### src/rtl/cp0_timer_unit_pkg.sv
// Shared CP0 constants: register numbers, field bit positions and exception codes.
package cp0_timer_unit_pkg;

  localparam logic [4:0] REG_COUNT   = 5'd9;
  localparam logic [4:0] REG_COMPARE = 5'd11;
  localparam logic [4:0] REG_SR      = 5'd12;
  localparam logic [4:0] REG_CAUSE   = 5'd13;
  localparam logic [4:0] REG_EPC     = 5'd14;
  localparam logic [4:0] REG_PRID    = 5'd15;

  localparam int SR_IE_BIT      = 0;
  localparam int SR_EXL_BIT     = 1;
  localparam int IM_IP_LSB      = 10;
  localparam int CAUSE_EXC_LSB  = 2;
  localparam int CAUSE_TI_BIT   = 30;
  localparam int CAUSE_BD_BIT   = 31;

  typedef enum logic [4:0] {
    EXC_INT  = 5'd0,
    EXC_ADEL = 5'd4,
    EXC_ADES = 5'd5,
    EXC_RI   = 5'd10,
    EXC_OV   = 5'd12
  } exc_code_e;

endpackage

### src/rtl/cp0_timer_unit_count_timer.sv
// Count/Compare timer: free-running Count, Compare match raises a sticky TI
// that only a Compare write (or reset) clears.
module cp0_count_timer (
  input  logic        clk_i,
  input  logic        reset_i,
  input  logic        count_we_i,
  input  logic        compare_we_i,
  input  logic [31:0] wdata_i,
  output logic        ti_o,
  output logic [31:0] count_o,
  output logic [31:0] compare_o
);

  logic [31:0] count_q, count_d;
  logic [31:0] compare_q, compare_d;
  logic        ti_q, ti_d;

  always_comb begin
    count_d   = count_q + 32'd1;
    compare_d = compare_q;
    ti_d      = ti_q | ((count_q == compare_q) && (compare_q != 32'd0));
    if (count_we_i) count_d = wdata_i;
    // A Compare write beats a match in the same cycle.
    if (compare_we_i) begin
      compare_d = wdata_i;
      ti_d      = 1'b0;
    end
  end

  always_ff @(posedge clk_i) begin
    if (reset_i) begin
      count_q   <= '0;
      compare_q <= '0;
      ti_q      <= 1'b0;
    end else begin
      count_q   <= count_d;
      compare_q <= compare_d;
      ti_q      <= ti_d;
    end
  end

  assign ti_o      = ti_q;
  assign count_o   = count_q;
  assign compare_o = compare_q;

endmodule

### src/rtl/cp0_timer_unit.sv
// M-stage coprocessor 0 with SR/Cause/EPC/PRId and an optional Count/Compare
// timer enabled by `define CP0_COUNT_TIMER_EN; the timer drives the top IRQ line.
module cp0_timer_unit
  import cp0_timer_unit_pkg::*;
#(
  parameter int          NUM_HWINT = 6,
  parameter logic [31:0] PRID_VAL  = 32'h2001_1006,
  parameter int          EXC_W     = 5
) (
  input  logic                 clk,
  input  logic                 reset,
  input  logic [4:0]           a1,
  input  logic [4:0]           a2,
  input  logic                 cwe,
  input  logic [31:0]          cwd,
  input  logic [31:0]          pc,
  input  logic                 bd_in,
  input  logic [EXC_W-1:0]     ex_code_in,
  input  logic [NUM_HWINT-1:0] hwint,
  input  logic                 exl_clr,
  output logic                 req,
  output logic [31:0]          epc_out,
  output logic [31:0]          cp0_out
);

  logic [NUM_HWINT-1:0] im_q, im_d, ip_q, ip_eff;
  logic                 exl_q, exl_d, ie_q, ie_d, bd_q, bd_d;
  logic [EXC_W-1:0]     exc_q, exc_d;
  logic [31:0]          epc_q, epc_d;
  logic                 int_req, ex_req, wr_en;
  logic                 ti;
  logic [31:0]          count, compare;
  logic [31:0]          sr_val, cause_val;

  // A trap in flight discards any mtc0 issued alongside it.
  assign wr_en = cwe & ~req;

`ifdef CP0_COUNT_TIMER_EN
  cp0_count_timer u_timer (
    .clk_i        (clk),
    .reset_i      (reset),
    .count_we_i   (wr_en && (a2 == REG_COUNT)),
    .compare_we_i (wr_en && (a2 == REG_COMPARE)),
    .wdata_i      (cwd),
    .ti_o         (ti),
    .count_o      (count),
    .compare_o    (compare)
  );
`else
  assign ti      = 1'b0;
  assign count   = '0;
  assign compare = '0;
`endif

  always_comb begin
    ip_eff              = hwint;
    ip_eff[NUM_HWINT-1] = hwint[NUM_HWINT-1] | ti;
  end

  assign int_req = (|(ip_eff & im_q)) & ~exl_q & ie_q;
  assign ex_req  = (ex_code_in != '0) & ~exl_q;
  assign req     = int_req | ex_req;
  assign epc_out = req ? (bd_in ? pc - 32'd4 : pc) : epc_q;

  always_comb begin
    im_d  = im_q;
    exl_d = exl_q;
    ie_d  = ie_q;
    bd_d  = bd_q;
    exc_d = exc_q;
    epc_d = epc_q;
    if (req) begin
      exc_d = int_req ? '0 : ex_code_in;
      exl_d = 1'b1;
      epc_d = epc_out;
      bd_d  = bd_in;
    end else begin
      if (wr_en && (a2 == REG_SR)) begin
        im_d  = cwd[IM_IP_LSB +: NUM_HWINT];
        exl_d = cwd[SR_EXL_BIT];
        ie_d  = cwd[SR_IE_BIT];
      end
      if (wr_en && (a2 == REG_EPC)) epc_d = cwd;
      if (exl_clr) exl_d = 1'b0;
    end
  end

  always_ff @(posedge clk) begin
    if (reset) begin
      im_q  <= '0;
      exl_q <= 1'b0;
      ie_q  <= 1'b0;
      bd_q  <= 1'b0;
      exc_q <= '0;
      epc_q <= '0;
      ip_q  <= '0;
    end else begin
      im_q  <= im_d;
      exl_q <= exl_d;
      ie_q  <= ie_d;
      bd_q  <= bd_d;
      exc_q <= exc_d;
      epc_q <= epc_d;
      ip_q  <= hwint;
    end
  end

  always_comb begin
    sr_val                                = '0;
    sr_val[IM_IP_LSB +: NUM_HWINT]        = im_q;
    sr_val[SR_EXL_BIT]                    = exl_q;
    sr_val[SR_IE_BIT]                     = ie_q;
    cause_val                             = '0;
    cause_val[CAUSE_BD_BIT]               = bd_q;
    cause_val[CAUSE_TI_BIT]               = ti;
    cause_val[IM_IP_LSB +: NUM_HWINT]     = ip_q;
    cause_val[CAUSE_EXC_LSB +: EXC_W]     = exc_q;
  end

  always_comb begin
    case (a1)
      REG_SR:      cp0_out = sr_val;
      REG_CAUSE:   cp0_out = cause_val;
      REG_EPC:     cp0_out = epc_out;
      REG_PRID:    cp0_out = PRID_VAL;
      REG_COUNT:   cp0_out = count;
      REG_COMPARE: cp0_out = compare;
      default:     cp0_out = '0;
    endcase
  end

endmodule

### config.mk
export PLATFORM = sky130hd
export DESIGN_NAME = cp0_timer_unit
export DESIGN_NICKNAME = d
export VERILOG_FILES = /design/src/rtl/cp0_timer_unit_pkg.sv /design/src/rtl/cp0_timer_unit_count_timer.sv /design/src/rtl/cp0_timer_unit.sv
export SDC_FILE = /design/constraint.sdc
export NUM_CORES = 1
export LEC_CHECK = 0
export BUFFER_PORTS_ARGS = -buffer_cell sky130_fd_sc_hd__clkbuf_2
export CAP_MARGIN = 20
export CORE_MARGIN = 3
export CORE_UTILIZATION = 49
export DETAILED_ROUTE_END_ITERATION = 6
export GPL_TIMING_DRIVEN = 0
export PLACE_DENSITY_LB_ADDON = 0.05
export SLEW_MARGIN = 30
export SYNTH_ARGS = -nofsm -noshare
export SYNTH_HDL_FRONTEND = slang
export SYNTH_SLANG_ARGS = --single-unit
### constraint.sdc
create_clock -name clk -period 5.25 [get_ports clk]
set_input_delay 0.7875 -clock clk [delete_from_list [all_inputs] [get_ports clk]]
set_output_delay 0.7875 -clock clk [all_outputs]
set_load 0.005 [all_outputs]
==> results of run 1 <==
## worst reg2reg max path: stages (launching register included)
cell and delay (ns):
dfxtp_1 0.35, a22o_1 0.21, o31ai_1 0.72, a31o_2 0.29, clkbuf_1 0.39, buf_1 0.49, nor2_1 0.11, a311oi_1 0.29
## registers in the layout, summed over array words and instances, names as in the netlist
name,flops
ie_q,1
bd_q,1
epc_q,32
im_q,6
exl_q,1
ip_q,6
exc_q,5
## power by group through the flow
stage	logic (mW)	clock network, mW	registers, mW
after CTS	0.283	0.243	0.441
after global placement	0.277	0	0.449
final	0.288	0.245	0.443
after detailed placement	0.282	0	0.450
after floorplan	0.153	0	0.445
after global routing	0.313	0.258	0.446
## stage by stage
stage / cell area, um2 / utilization, % / std cells / hold WS (ns)
after floorplan: 3560 / - / 514 / 0.429
after global placement: 4430 / 64.2 / 761 / 0.441
after detailed placement: 4430 / 64.2 / 761 / 0.448
after CTS: 4520 / 65.5 / 769 / 0.463
after global routing: 4520 / 65.5 / 769 / 0.499
final: 4520 / 65.5 / 769 / 0.462
## cells in the mapped netlist, types with 3 or more instances
master,number
nor2_1,38
dfxtp_1,52
a31o_2,6
mux2i_1,3
a22o_1,8
nand3_1,24
o21ai_0,20
or3_1,7
or4_1,3
nor2b_1,8
xnor2_1,16
buf_1,5
clkbuf_1,33
mux2_2,3
and2_1,16
nor4b_1,3
a21oi_1,37
nand2_1,118
nor3_1,14
a31oi_1,14
o211a_1,3
nor4_1,10
inv_1,7
xor2_1,9
a311oi_1,8
o21a_1,20
## metal layers
| layer | track usage, % | routed length [um] |
|---|---|---|
| met5 | 0 | 0 |
| met4 | 8.29 | 322 |
| met3 | 7.71 | 1660 |
| met2 | 54.3 | 6450 |
| met1 | 39.3 | 5260 |
## final cells by class
type / instances / area (um2) / share of cell area [%]
plain buffers: 40 / 153 / 3.38
well taps: 96 / 120 / 2.66
clock inverters: 3 / 21.3 / 0.470
flip-flops and latches: 52 / 1040 / 23.0
inverters: 7 / 26.3 / 0.581
clock buffers: 5 / 68.8 / 1.52
repair buffers: 151 / 756 / 16.7
multi-input cells: 415 / 2340 / 51.7
## final timing paths
kind | from | endpoint | slack (ns) | cells after the start
max | hwint[1] | cp0_out[29] | 0.86 | 10
min | exc_q[1] | exc_q[1] | 0.46 | 2
max reg2reg | im_q[1] | epc_q[3] | 2.29 | 7
min reg2reg | exc_q[1] | exc_q[1] | 0.46 | 2
## logic make-up (layout without fill, tap and decap cells)
kind of cell | Yosys count | count (layout) | synth area share, %
flops | 52 | 52 | 29.3
buf+inv | 47 | 206 | 5.03
mux | 6 | 6 | 1.79
fa+ha+maj | 1 | 1 | 0.352
xor+xnor | 25 | 25 | 6.16
simple gates | 255 | 255 | 33.6
compound gates | 128 | 128 | 23.8
==> flow_summary.toml, run 1 <==
[critical_path]
cp_slowest_stage_delay_ns = 0.72
critical-path-slowest-cell = "o31ai_1"
path_cells = "clkbuf_2 > a22o_1 > o31ai_1 > a31o_2 > inv_1 > clkbuf_1 > buf_1 > clkbuf_1 > a31oi_1 > clkbuf_2"
critPathCaptureType = "output port"
critPathLaunchType = "input port"
cp_top_family = "compound AO/OA/AOI/OAI gates"
cp_max_fo = 10
crit_required_ns = 4.46
path_buf_inv = 6
crit_type = "in -> out"
worstPathArrival_ns = 3.60

[floorplanning]
start_util_pct = 51.5
dieArea_mm2 = 0.00831
dieHeight_um = 91.2
die_width_um = 91.2
rows = 30
core_mm2 = 0.00691
pin_count = 155

[yosys]
ys_ff_latch = 52
synth_flop_cell = "dfxtp_1"
netlist_instances = 514
synth_area_leaders = "dfxtp_1 29%, nand2_1 12%, a21oi_1 5.2%"
synth_enable_flop_cells = 0
synth_area_per_cell_um2 = 6.92
synth_nets = 605
seq_area_frac_synth_pct = 29.3
synth_area_mm2 = 0.00356
yosys.area.top_type = "dfxtp_1"
synth_cell_types = 46
synth_top_area_share_pct = 29.3
yosys_warnings = 0
ys_async_sr_fraction_pct = 0

[timing]
setup_viol_count_final = 0
fmax_mhz = 228
period_share_pct = 83.6
finalMaxSlewViolations = 0
relSlewSlack_pct = 42.7
fin_ws_ns = 0.860
skew_ns = 0.0140
hold_violations = 0
rsz0062_at_grt = "false"
max_slew.worst_pin.slew_ns = 0.852
fin_crit_ns = 4.39
fin_tns_setup_ns = 0

[clocking]
cts-root-buf = "clkbuf_8"
cts_max_level = 2
numCtsBuffers = 5
postCtsHoldBufs = 0
cts_setup_buffers = 0
clk_latency_ns = 0.32
cts.clk_slew.worst_paths_ns = 0.11
cts_tree = "yes"
post_cts.resized_instances = 0
cts_sinks = 52
clockBufferDepth = 2

[detailed_routing]
route.detailed.drc = 0
wl_per_cell_um = 17.8
via_per_inst = 5.80
dr.pass1.iters = 6
drtIter0Drc = 322
via_count = 4463
totalWireLength_um = 13700
ant_nets = 0

[final_layout]
drive_gt1_share_pct = 26.4
layout_commonest_cell = "clkbuf_2"
fin_nets = 763
antenna_cells = 0
area_delta_synth_final_pct = 27.2
fill_cells = 715
final_cell_mix = "151 x clkbuf_2, 118 x nand2_1, 52 x dfxtp_1"

[pwr]
pwr-share-seq_pct = 45.4
power.density_mw_per_mm2 = 216
total_power_mw = 0.976
p_int_mw = 0.636
power_frac_comb_pct = 29.5
leakage_nw = 1.95
power.switching_mw = 0.339
switching_share_pct = 34.8
p_clk_share_pct = 25.1
vdd_drop_max_v = 0.000126

[global_routing]
gr-total-overflow = 0
antenna_found_initial = 0
grt_max_degree = 18
grt_pass1_wl_um = 21000
track_usage_pct = 31.6
grt_pass1_vias = 4208

[place]
place_ws_ns = 0.972
hpwl_um = 10600
io_buffers = 151
gp_congestion = 0.904

[status]
status = "completed"

[worst_hold_path]
hp-class = "reg -> reg"

[job]
cap_violations = 0
Note: power is estimated with default switching activity, not from simulation.
==> run 2: changes to the inputs <==
- CORE_UTILIZATION: 49 -> 48
- clock period: 5.25 -> 4.55 ns (I/O delays scaled with it)
==> run 2 against run 1 <==
Compared with the run above:
- via count up 1.8%
- sequential share of layout area about the same
- die area up 2.0%
- critical endpoint is now epc_out[14]
- largest power group unchanged
==> flow_summary.toml, run 2 (same netlist as run 1, synthesis figures left out) <==
[status]
status = "completed"

[final_layout]
drive_gt1_share_pct = 26.4
largest-register = "epc_q"
fill_cells = 669
multi_input_area_mm2 = 0.00234
regArea_mm2 = 0.00104
fin_nets = 763
largestRegisters = "epc_q x32, im_q x6, ip_q x6"
antenna_cells = 0
area_delta_synth_final_pct = 27.2
largest_reg_flops = 32
layout_commonest_cell = "clkbuf_2"
final_cell_mix = "151 x clkbuf_2, 118 x nand2_1, 52 x dfxtp_1"

[worst_hold_path]
hp-start = "bd_q"
hp-class = "reg -> reg"

[clocking]
clk_latency_ns = 0.32
cts-root-buf = "clkbuf_8"
postCtsHoldBufs = 0
post_cts.resized_instances = 0
clockBufferDepth = 2
cts_setup_buffers = 0
cts_max_level = 2
cts_sinks = 52
cts.clk_slew.worst_paths_ns = 0.10
numCtsBuffers = 5
cts_tree = "yes"

[pwr]
power.density_mw_per_mm2 = 249
vdd_drop_max_v = 0.000127
leakage_nw = 1.96

[job]
cap_violations = 0

[global_routing]
track_usage_pct = 32.1
met3_usage_pct = 5.91
grt_use_met1_pct = 40.6
grt_pass1_wl_um = 21700
grt_max_degree = 18
grt_pass1_vias = 4358
top_usage_layer = "met2"
met2_usage_pct = 52.6
gr-total-overflow = 0
antenna_found_initial = 0

[floorplanning]
pin_count = 155
start_util_pct = 50.9
rows = 30
die_width_um = 92.1
dieArea_mm2 = 0.00848
dieHeight_um = 92.1
core_mm2 = 0.00698

[timing]
fin_tns_setup_ns = 0
fmax_mhz = 235
setup_viol_count_final = 0
rsz0062_at_grt = "false"
relSlewSlack_pct = 45.1
fin_crit_ns = 4.25
finalMaxSlewViolations = 0
worst_hold_slack_ns = 0.473
max_slew.worst_pin.slew_ns = 0.817
hold_violations = 0
period_share_pct = 93.5
skew_ns = 0.0101

[critical_path]
cp_max_fo = 10
r2r_start = "im_q[0]"
crit_type = "in -> out"
crit_required_ns = 3.87
path_cells = "clkbuf_2 > a22o_1 > o31ai_1 > a31o_2 > inv_1 > clkbuf_1 > clkbuf_1 > buf_1 > a21oi_1 > clkbuf_2"
cp_top_family = "compound AO/OA/AOI/OAI gates"
critPathLaunchType = "input port"
critical-path-slowest-cell = "o31ai_1"
critPathCaptureType = "output port"
path_buf_inv = 6
startpoint = "hwint[0]"
worstPathArrival_ns = 3.57
cp_slowest_stage_delay_ns = 0.71

[detailed_routing]
drtIter0Drc = 409
via_per_inst = 5.91
dr.pass1.iters = 6
totalWireLength_um = 13800
via_count = 4543
wl_per_cell_um = 17.9
ant_nets = 0
route.detailed.drc = 0

[place]
gp_congestion = 0.926
hpwl_um = 10700
io_buffers = 151
-- run 2: final cells by class --
class	instances	share of cell area (%)
buffer	40	3.37
timing repair buffer	151	16.7
tap	96	2.66
clock inverter	3	0.498
sequential	52	23.0
clock buffer	5	1.52
multi-input combinational	415	51.6
inverter	7	0.581
-- run 2: metal layers --
layer	vias up	part of all wire, %
met1	2085	40
met5	-	0
met2	295	44
met4	0	4.6
li1	2118	-
met3	45	11
-- run 2: final timing paths --
check | end | slack, ns | depth (start not counted)
max reg2reg | exl_q | 1.59 | 7
min | bd_q | 0.47 | 2
max | epc_out[14] | 0.30 | 10
min reg2reg | bd_q | 0.47 | 2
-- run 2: through the flow --
| step | util (%) | area (um2) | std cells | total power [mW] | setup WS, ns |
|---|---|---|---|---|---|
| floorplan | - | 3560 | 514 | 0.691 | 1.13 |
| finish | 64.8 | 4520 | 769 | 1.13 | 0.297 |
| global route | 64.8 | 4520 | 769 | 1.18 | 0.130 |
| detailed placement | 63.5 | 4430 | 761 | 0.845 | 0.396 |
| CTS | 64.8 | 4520 | 769 | 1.12 | 0.385 |
| global placement | 63.5 | 4430 | 761 | 0.839 | 0.402 |
-- run 2: worst reg2reg max path, cell delays in order, from the launching register on --
cell and delay [ns]:
dfxtp_1 0.34, a22o_1 0.22, o31ai_1 0.71, a31o_2 0.28
clkbuf_1 0.48, buf_1 0.50, o21ai_0 0.17, nor2b_1 0.16
-- run 2: where the power goes --
part / switching, mW / internal, mW
Sequential: 0.0209 / 0.490
Clock: 0.173 / 0.111
Combinational: 0.197 / 0.135
